**config.mk**
```make
export PLATFORM = sky130hd
export DESIGN_NAME = serial_subtractor
export DESIGN_NICKNAME = d
export VERILOG_FILES = /design/src/rtl/serial_sub_pkg.sv /design/src/rtl/full_subtractor.sv /design/src/rtl/serial_subtractor.sv
export SDC_FILE = /design/constraint.sdc
export NUM_CORES = 1
export LEC_CHECK = 0
export CORE_ASPECT_RATIO = 1.2
export CORE_MARGIN = 4
export CORE_UTILIZATION = 49
export DETAILED_ROUTE_END_ITERATION = 16
export PLACE_DENSITY = 0.8
export SYNTH_ARGS = -nofsm -noshare
export SYNTH_HDL_FRONTEND = slang
export SYNTH_HIERARCHICAL = 1
export SYNTH_SLANG_ARGS = --single-unit
```
**constraint.sdc**
```tcl
create_clock -name clk -period 2.4 [get_ports clk]
set_input_delay 0.48 -clock clk [delete_from_list [all_inputs] [get_ports clk]]
set_output_delay 0.48 -clock clk [all_outputs]
set_load 0.1 [all_outputs]
```
**src/rtl/serial_sub_pkg.sv**
```systemverilog
// Shared types and the full-subtractor equation for the bit-serial subtractor.
// Used by serial_subtractor and full_subtractor.
package serial_sub_pkg;

   typedef enum logic [1:0] {
      IDLE  = 2'b00,
      SHIFT = 2'b01,
      DONE  = 2'b10
   } state_t;

   // One-bit a - b - bi; returns {difference, borrow-out}.
   function automatic logic [1:0] fsub(input logic a, input logic b, input logic bi);
      logic d;
      logic bo;
      d  = a ^ b ^ bi;
      bo = (~a & b) | (~(a ^ b) & bi);
      return {d, bo};
   endfunction

endpackage

```
**src/rtl/full_subtractor.sv**
```systemverilog
// Combinational 1-bit full subtractor cell: d = a - b - bin, bout = borrow.
module full_subtractor
   import serial_sub_pkg::*;
(
   input  logic a,
   input  logic b,
   input  logic bin,
   output logic d,
   output logic bout
);

   assign {d, bout} = fsub(a, b, bin);

endmodule

```
**src/rtl/serial_subtractor.sv**
```systemverilog
// Bit-serial WIDTH-bit subtractor (diff = a - b - bin, LSB first) with valid/ready on both sides.
// Optional signed-overflow output enabled by defining SERIAL_SUB_OVF_EN.
module serial_subtractor
   import serial_sub_pkg::*;
#(
   parameter int WIDTH = 8
) (
   input  logic             clk,
   input  logic             rst_n,
   input  logic             in_valid,
   output logic             in_ready,
   input  logic [WIDTH-1:0] a,
   input  logic [WIDTH-1:0] b,
   input  logic             bin,
   output logic             out_valid,
   input  logic             out_ready,
   output logic [WIDTH-1:0] diff,
   output logic             bout
`ifdef SERIAL_SUB_OVF_EN
   ,
   output logic             ovf
`endif
);

   localparam int CW = (WIDTH > 1) ? $clog2(WIDTH) : 1;
   localparam logic [CW-1:0] CNT_LAST = CW'(WIDTH - 1);

   state_t           state;
   state_t           state_nxt;
   logic [CW-1:0]    cnt;
   logic [WIDTH-1:0] a_sr;
   logic [WIDTH-1:0] b_sr;
   logic [WIDTH-1:0] res_sr;
   logic [WIDTH-1:0] res_nxt;
   logic [WIDTH-1:0] diff_q;
   logic             bout_q;
   logic             borrow;
   logic             cell_d;
   logic             cell_bo;
   logic             accept;
   logic             last_bit;

   assign accept   = (state == IDLE) && in_valid;
   assign last_bit = (state == SHIFT) && (cnt == CNT_LAST);

   full_subtractor u_cell (
      .a    (a_sr[0]),
      .b    (b_sr[0]),
      .bin  (borrow),
      .d    (cell_d),
      .bout (cell_bo)
   );

   // Result bits enter at the MSB so the first (LSB) bit lands at bit 0 after WIDTH shifts.
   always_comb begin
      res_nxt            = res_sr >> 1;
      res_nxt[WIDTH-1]   = cell_d;
   end

   // ------------------------------------------------------------------ FSM
   // NOTE: sequential state uses non-blocking assignments so every flop samples pre-edge values.
   always_ff @(posedge clk or negedge rst_n) begin
      if (!rst_n) state <= IDLE;
      else        state <= state_nxt;
   end

   // NOTE: state_nxt gets a default before the case so no path leaves it unassigned (no latch).
   always_comb begin
      state_nxt = state;
      unique case (state)
         IDLE:    if (in_valid)          state_nxt = SHIFT;
         SHIFT:   if (cnt == CNT_LAST)   state_nxt = DONE;
         DONE:    if (out_ready)         state_nxt = IDLE;
         default:                        state_nxt = IDLE;
      endcase
   end

   assign in_ready  = (state == IDLE);
   assign out_valid = (state == DONE);

   // ------------------------------------------------------------- datapath
   // NOTE: shift registers are reset too, so an aborted operation leaves no stale partial result.
   always_ff @(posedge clk or negedge rst_n) begin
      if (!rst_n) begin
         cnt    <= '0;
         a_sr   <= '0;
         b_sr   <= '0;
         res_sr <= '0;
         borrow <= 1'b0;
         diff_q <= '0;
         bout_q <= 1'b0;
      end else begin
         if (accept) begin
            a_sr   <= a;
            b_sr   <= b;
            borrow <= bin;
            cnt    <= '0;
         end else if (state == SHIFT) begin
            a_sr   <= a_sr >> 1;
            b_sr   <= b_sr >> 1;
            borrow <= cell_bo;
            res_sr <= res_nxt;
            cnt    <= cnt + CW'(1);
         end
         // Output registers only change on the final bit, so diff holds through IDLE and SHIFT.
         if (last_bit) begin
            diff_q <= res_nxt;
            bout_q <= cell_bo;
         end
      end
   end

   assign diff = diff_q;
   assign bout = bout_q;

`ifdef SERIAL_SUB_OVF_EN
   logic a_msb;
   logic b_msb;
   logic ovf_q;

   // Operand sign bits are shifted out during SHIFT, so keep copies from acceptance.
   always_ff @(posedge clk or negedge rst_n) begin
      if (!rst_n) begin
         a_msb <= 1'b0;
         b_msb <= 1'b0;
         ovf_q <= 1'b0;
      end else begin
         if (accept) begin
            a_msb <= a[WIDTH-1];
            b_msb <= b[WIDTH-1];
         end
         if (last_bit) ovf_q <= (a_msb ^ b_msb) & (a_msb ^ res_nxt[WIDTH-1]);
      end
   end

   assign ovf = ovf_q;
`endif

endmodule

```
# Word-level counts from Yosys, hierarchy flattened
# Index checks and enable logic that the tools add are counted.
[totals] memories=0 in_bits=21 out_inout_bits=11 romBits=0 register_bits=39 latch_bits=0 ramBits=0 word_cells=41
[classes] magnitude_cmp=0 n_reduce_logical=6 n_eq_ne=6 addsub=1 shift=0 muxes=12 multipliers=0 div_mod_pow=0 bitwise_logic=8
[op_table] op="2-to-1 mux 8 bit" count=4
[op_table] op="2-to-1 mux 2 bit" count=3
[op_table] op="2-to-1 mux 3 bit" count=2
[op_table] op="case mux 2 bit (3 select lines)" count=1
[op_table] op="!= test 2 bit (second input constant)" count=2
[op_table] op="adder 3 x 1 -> 3 bit (second input constant)" count=1
[op_table] op="equality test 3 bit (second input constant)" count=1
[op_table] op="inverter 1 bit" count=3
[op_table] op="AND reduction 3 bit" count=1
[op_table] op="AND 1 bit" count=2
[op_table] op="equality test 2 x 1 -> 1 bit (second input constant)" count=1
[op_table] op="equality test 2 bit (second input constant)" count=1
[op_table] op="logical AND 1 bit" count=2
[op_table] op="zero test 2 bit" count=1
[op_table] op="2-to-1 mux 1 bit" count=2
[op_table] op="!= test 2 x 1 -> 1 bit (second input constant)" count=1
[op_table] op="AND reduction 2 bit" count=1
[op_table] op="nonzero test 2 bit" count=1
[op_table] op="bitwise XOR 1 bit" count=2
[op_table] op="bitwise OR 1 bit" count=1

# Longest topological paths before layout
[depth] depth_word=6 depth_mapped=5 depth_no_buf=5

# By module
# Netlist, hierarchy kept.
[modules_own_cells] mod="serial_subtractor" n_inst=1 seq_area_each_um2=950.9 area_each_um2=1610.3 cells_per_inst=147
[modules_own_cells] mod="full_subtractor" n_inst=1 seq_area_each_um2=0.0 area_each_um2=31.3 cells_per_inst=4

# Worst setup path after synthesis
# Ideal clock, no wire load.
[synth_path] kind="register to output" start="register state[1]" end="output port out_valid" slack_ns=-0.090 t_arrival_ns=2.010 required_ns=1.920 n_path_buf=2 path_stages_with_launch=5 path_cell_list="dfrtp_1 buf_2 inv_1 buf_2 nor2_1"
[synth_via] elab_chain_len=1
[synth_rtl] item="start: declaration" line="serial_subtractor.sv:28" source="state_t state;"
[synth_rtl] item="start signal: assignment" line="serial_subtractor.sv:64" source="else state <= state_nxt;"
[synth_rtl] item="equality test 2 bit" line="serial_subtractor.sv:79" source="assign out_valid = (state == DONE);"
[synth_rtl] item="end: declaration" line="serial_subtractor.sv:15" source="output logic out_valid,"
# No other way between the ends.

# Worst setup path after layout
# Ends and elaborated chain as after synthesis.

==> metrics <==
status=complete, no violations; HP Class=reg -> reg; DRT Wirelength=3256 um; WP buf/inv=2; Worst setup EP type=primary output; crit path from=state[1]; DR vias/cell=5.716; dpl ws=433.5 ps; Worst Reg-to-Reg Cells=3; final core occ=64.04%; antenna viol nets, final=0; Layout Cells excl Fill=218; Placer Congestion=0.8576; setup repair bufs after CTS=0; width of the die=60.84 um; Top delay family on crit path=flip-flops; Mapped Nets=175; share of layout cells above drive strength 1=13.19%; fmax=477.2 MHz; CP Launch Type=flop; worst reg2reg startpoint=state[0]; Final Max Tran Viols=0; area leader, netlist=dfrtp_1; post-cts resize count=0; average cell area after synthesis=10.87 um^2; hold slack=491.2 ps; Final period util=87.31%; mapped cell area=1642 um^2; worst skew pair latency=340 ps; Die Y=71.41 um; number of global-route vias before repair=1330; Stages on worst setup path=3; CTS tree=built; Peak supply drop=0.9980 mV; Post-Synth Adder-Cell Area=2.744%; synth unique cells=21; hold_buf cts=0; Synth Area in Simple Gates=10.06%; Synth Register Bits=38; Port-buffer cells=31; placed insts=210; count leader, synth=dfrtp_1; Synth Area in XOR/XNOR=0%; R2R setup slack=540 ps; # IOs=32; Critical Path Sink=out_valid; Worst Slack Setup Final=304.6 ps; CP max FO=16; # diodes=0; slowest CP cell=dfrtp_1; # clock sinks=38; Std-Cell Rows=22; die area=4344 um^2; EDFF count, synth=0; Worst EP required=1920 ps; CP arrival=1620 ps; CTS buffer count=5; core outline area=3138 um^2; Finish-stage setup viols=0; Final Skew=7.106 ps; Via Count=1246; fillers=255; DRT iter0 DRCs=58; H-tree levels=2; largest family of logic cells by synthesized area=compound AO/OA/AOI/OAI gates; CP cell instances=inv_1 > nor2_2 > buf_12; clock buffer depth=2; fin crit period=2095 ps; Max-slew headroom=49.60%; wire length per cell=14.94 um; Critical R2R Capture=diff[5]; DRT Pass-1 Iters=4; Max-Cap Viols=0; clock transition at the registers of the reported paths=110 ps; area grow syn2layout=22.41%; Total GRT Usage=17.70%; compound-gate portion of the synthesized area=18.90%; synth warn=6; antenna violations before repair=0; final hold vios=0; Initial Utilization=52.31%; cells after synthesis=151; Async SR Flop Fraction=100.0%; worst slew pin tran=756.0 ps; multiplexer area fraction after synthesis=6.174%; power density over the cells=1463 nW/um^2; first-pass GRT wire length=5768 um; Crit Path Class=reg -> out; Root Driver=clkbuf_4; DP Area=1949 um^2; RSZ-0062 raised after global routing=false; Final Cell Area=2009 um^2; post-synthesis sequential area ratio=57.93%; hpwl dp=2359 um; synth cell count leaders=38 x dfrtp_1, 24 x o22ai_1, 23 x nand2_1; GRT overflow=0; Top FF cell, synth=dfrtp_1; synth top area cells=dfrtp_1 58%, o22ai_1 9.1%, mux2_1 6.2%; largest net degree at the start of global routing=39; Crit path largest cell delay=540 ps; setup TNS=0 ps; layout net count=205; P_leak=0.9227 nW; drt drc=0; Power, Total=2.940 mW; post-synth top area share=57.93%
[per-layer routing]
layer	track usage, %	share of wire [%]	vias to the layer above
li1	-	-	602
met1	21.21	42	592
met2	28.06	49	48
met3	6.126	7.7	4
met4	8.193	0.77	0
met5	0	0	-
[registers in the layout (all words and copies together) (netlist names)]
register  cells
a_sr          8
b_sr          8
diff          8
res_sr        7
cnt           3
state         2
borrow        1
bout          1
[layout by cell type (no fill, tap or decap), drive strengths merged, types with 2 or more instances in the layout]
| master | instances |
|---|---|
| inv | 5 |
| o22ai | 24 |
| nand2b | 4 |
| a22o | 2 |
| nand2 | 24 |
| nor2 | 4 |
| clkbuf | 7 |
| nor2b | 2 |
| clkdlybuf4s50 | 20 |
| dfrtp | 38 |
| o21ai | 7 |
| mux2 | 9 |
| nand3b | 2 |
| buf | 13 |
| o221a | 2 |
| ha | 2 |
| a2bb2oi | 2 |
| a21oi | 12 |
[worst min-delay path by stage]
stage	start	to	slack, ps	cells after the start
2_1_floorplan	rst_n	a_sr[0]	180	0
3_3_place_gp	res_sr[1]	res_sr[1]	460	2
3_5_place_dp	res_sr[1]	res_sr[1]	470	2
4_1_cts	res_sr[1]	res_sr[1]	490	2
5_1_grt	diff[0]	diff[0]	530	1
6_report	res_sr[1]	res_sr[1]	490	2
[where the power goes]
part           internal [mW]  switching (mW)  leakage, nW
logic                  0.453           0.989        0.425
clock network          0.142           0.205       0.0353
registers              0.932           0.218        0.462
[final cells by class]
type / instances / area (um^2) / share of cell area [%]
clock buffers: 7 / 55.05 / 2.740
well taps: 36 / 45.04 / 2.242
inverters: 5 / 18.77 / 0.9340
multi-input cells: 98 / 624.3 / 31.07
clock inverters: 1 / 5.005 / 0.2491
repair buffers: 33 / 310.3 / 15.44
flip-flops and latches: 38 / 950.9 / 47.32
[worst min-delay path, stage by stage (launching register included)]
cell and delay (ps):
dfrtp_1 360, nand2_1 50, nand2_1 50
[logic make-up (layout without fill, tap and decap cells)]
logic type	Yosys count	count (layout)
AO/OA/AOI/OAI	50	50
flip-flops	38	38
adder cells (fa/ha/maj)	3	3
buffers and inverters	15	46
multiplexers	9	9
AND/OR/NAND/NOR	36	36
No activity file was read; power rests on OpenSTA's default activity.
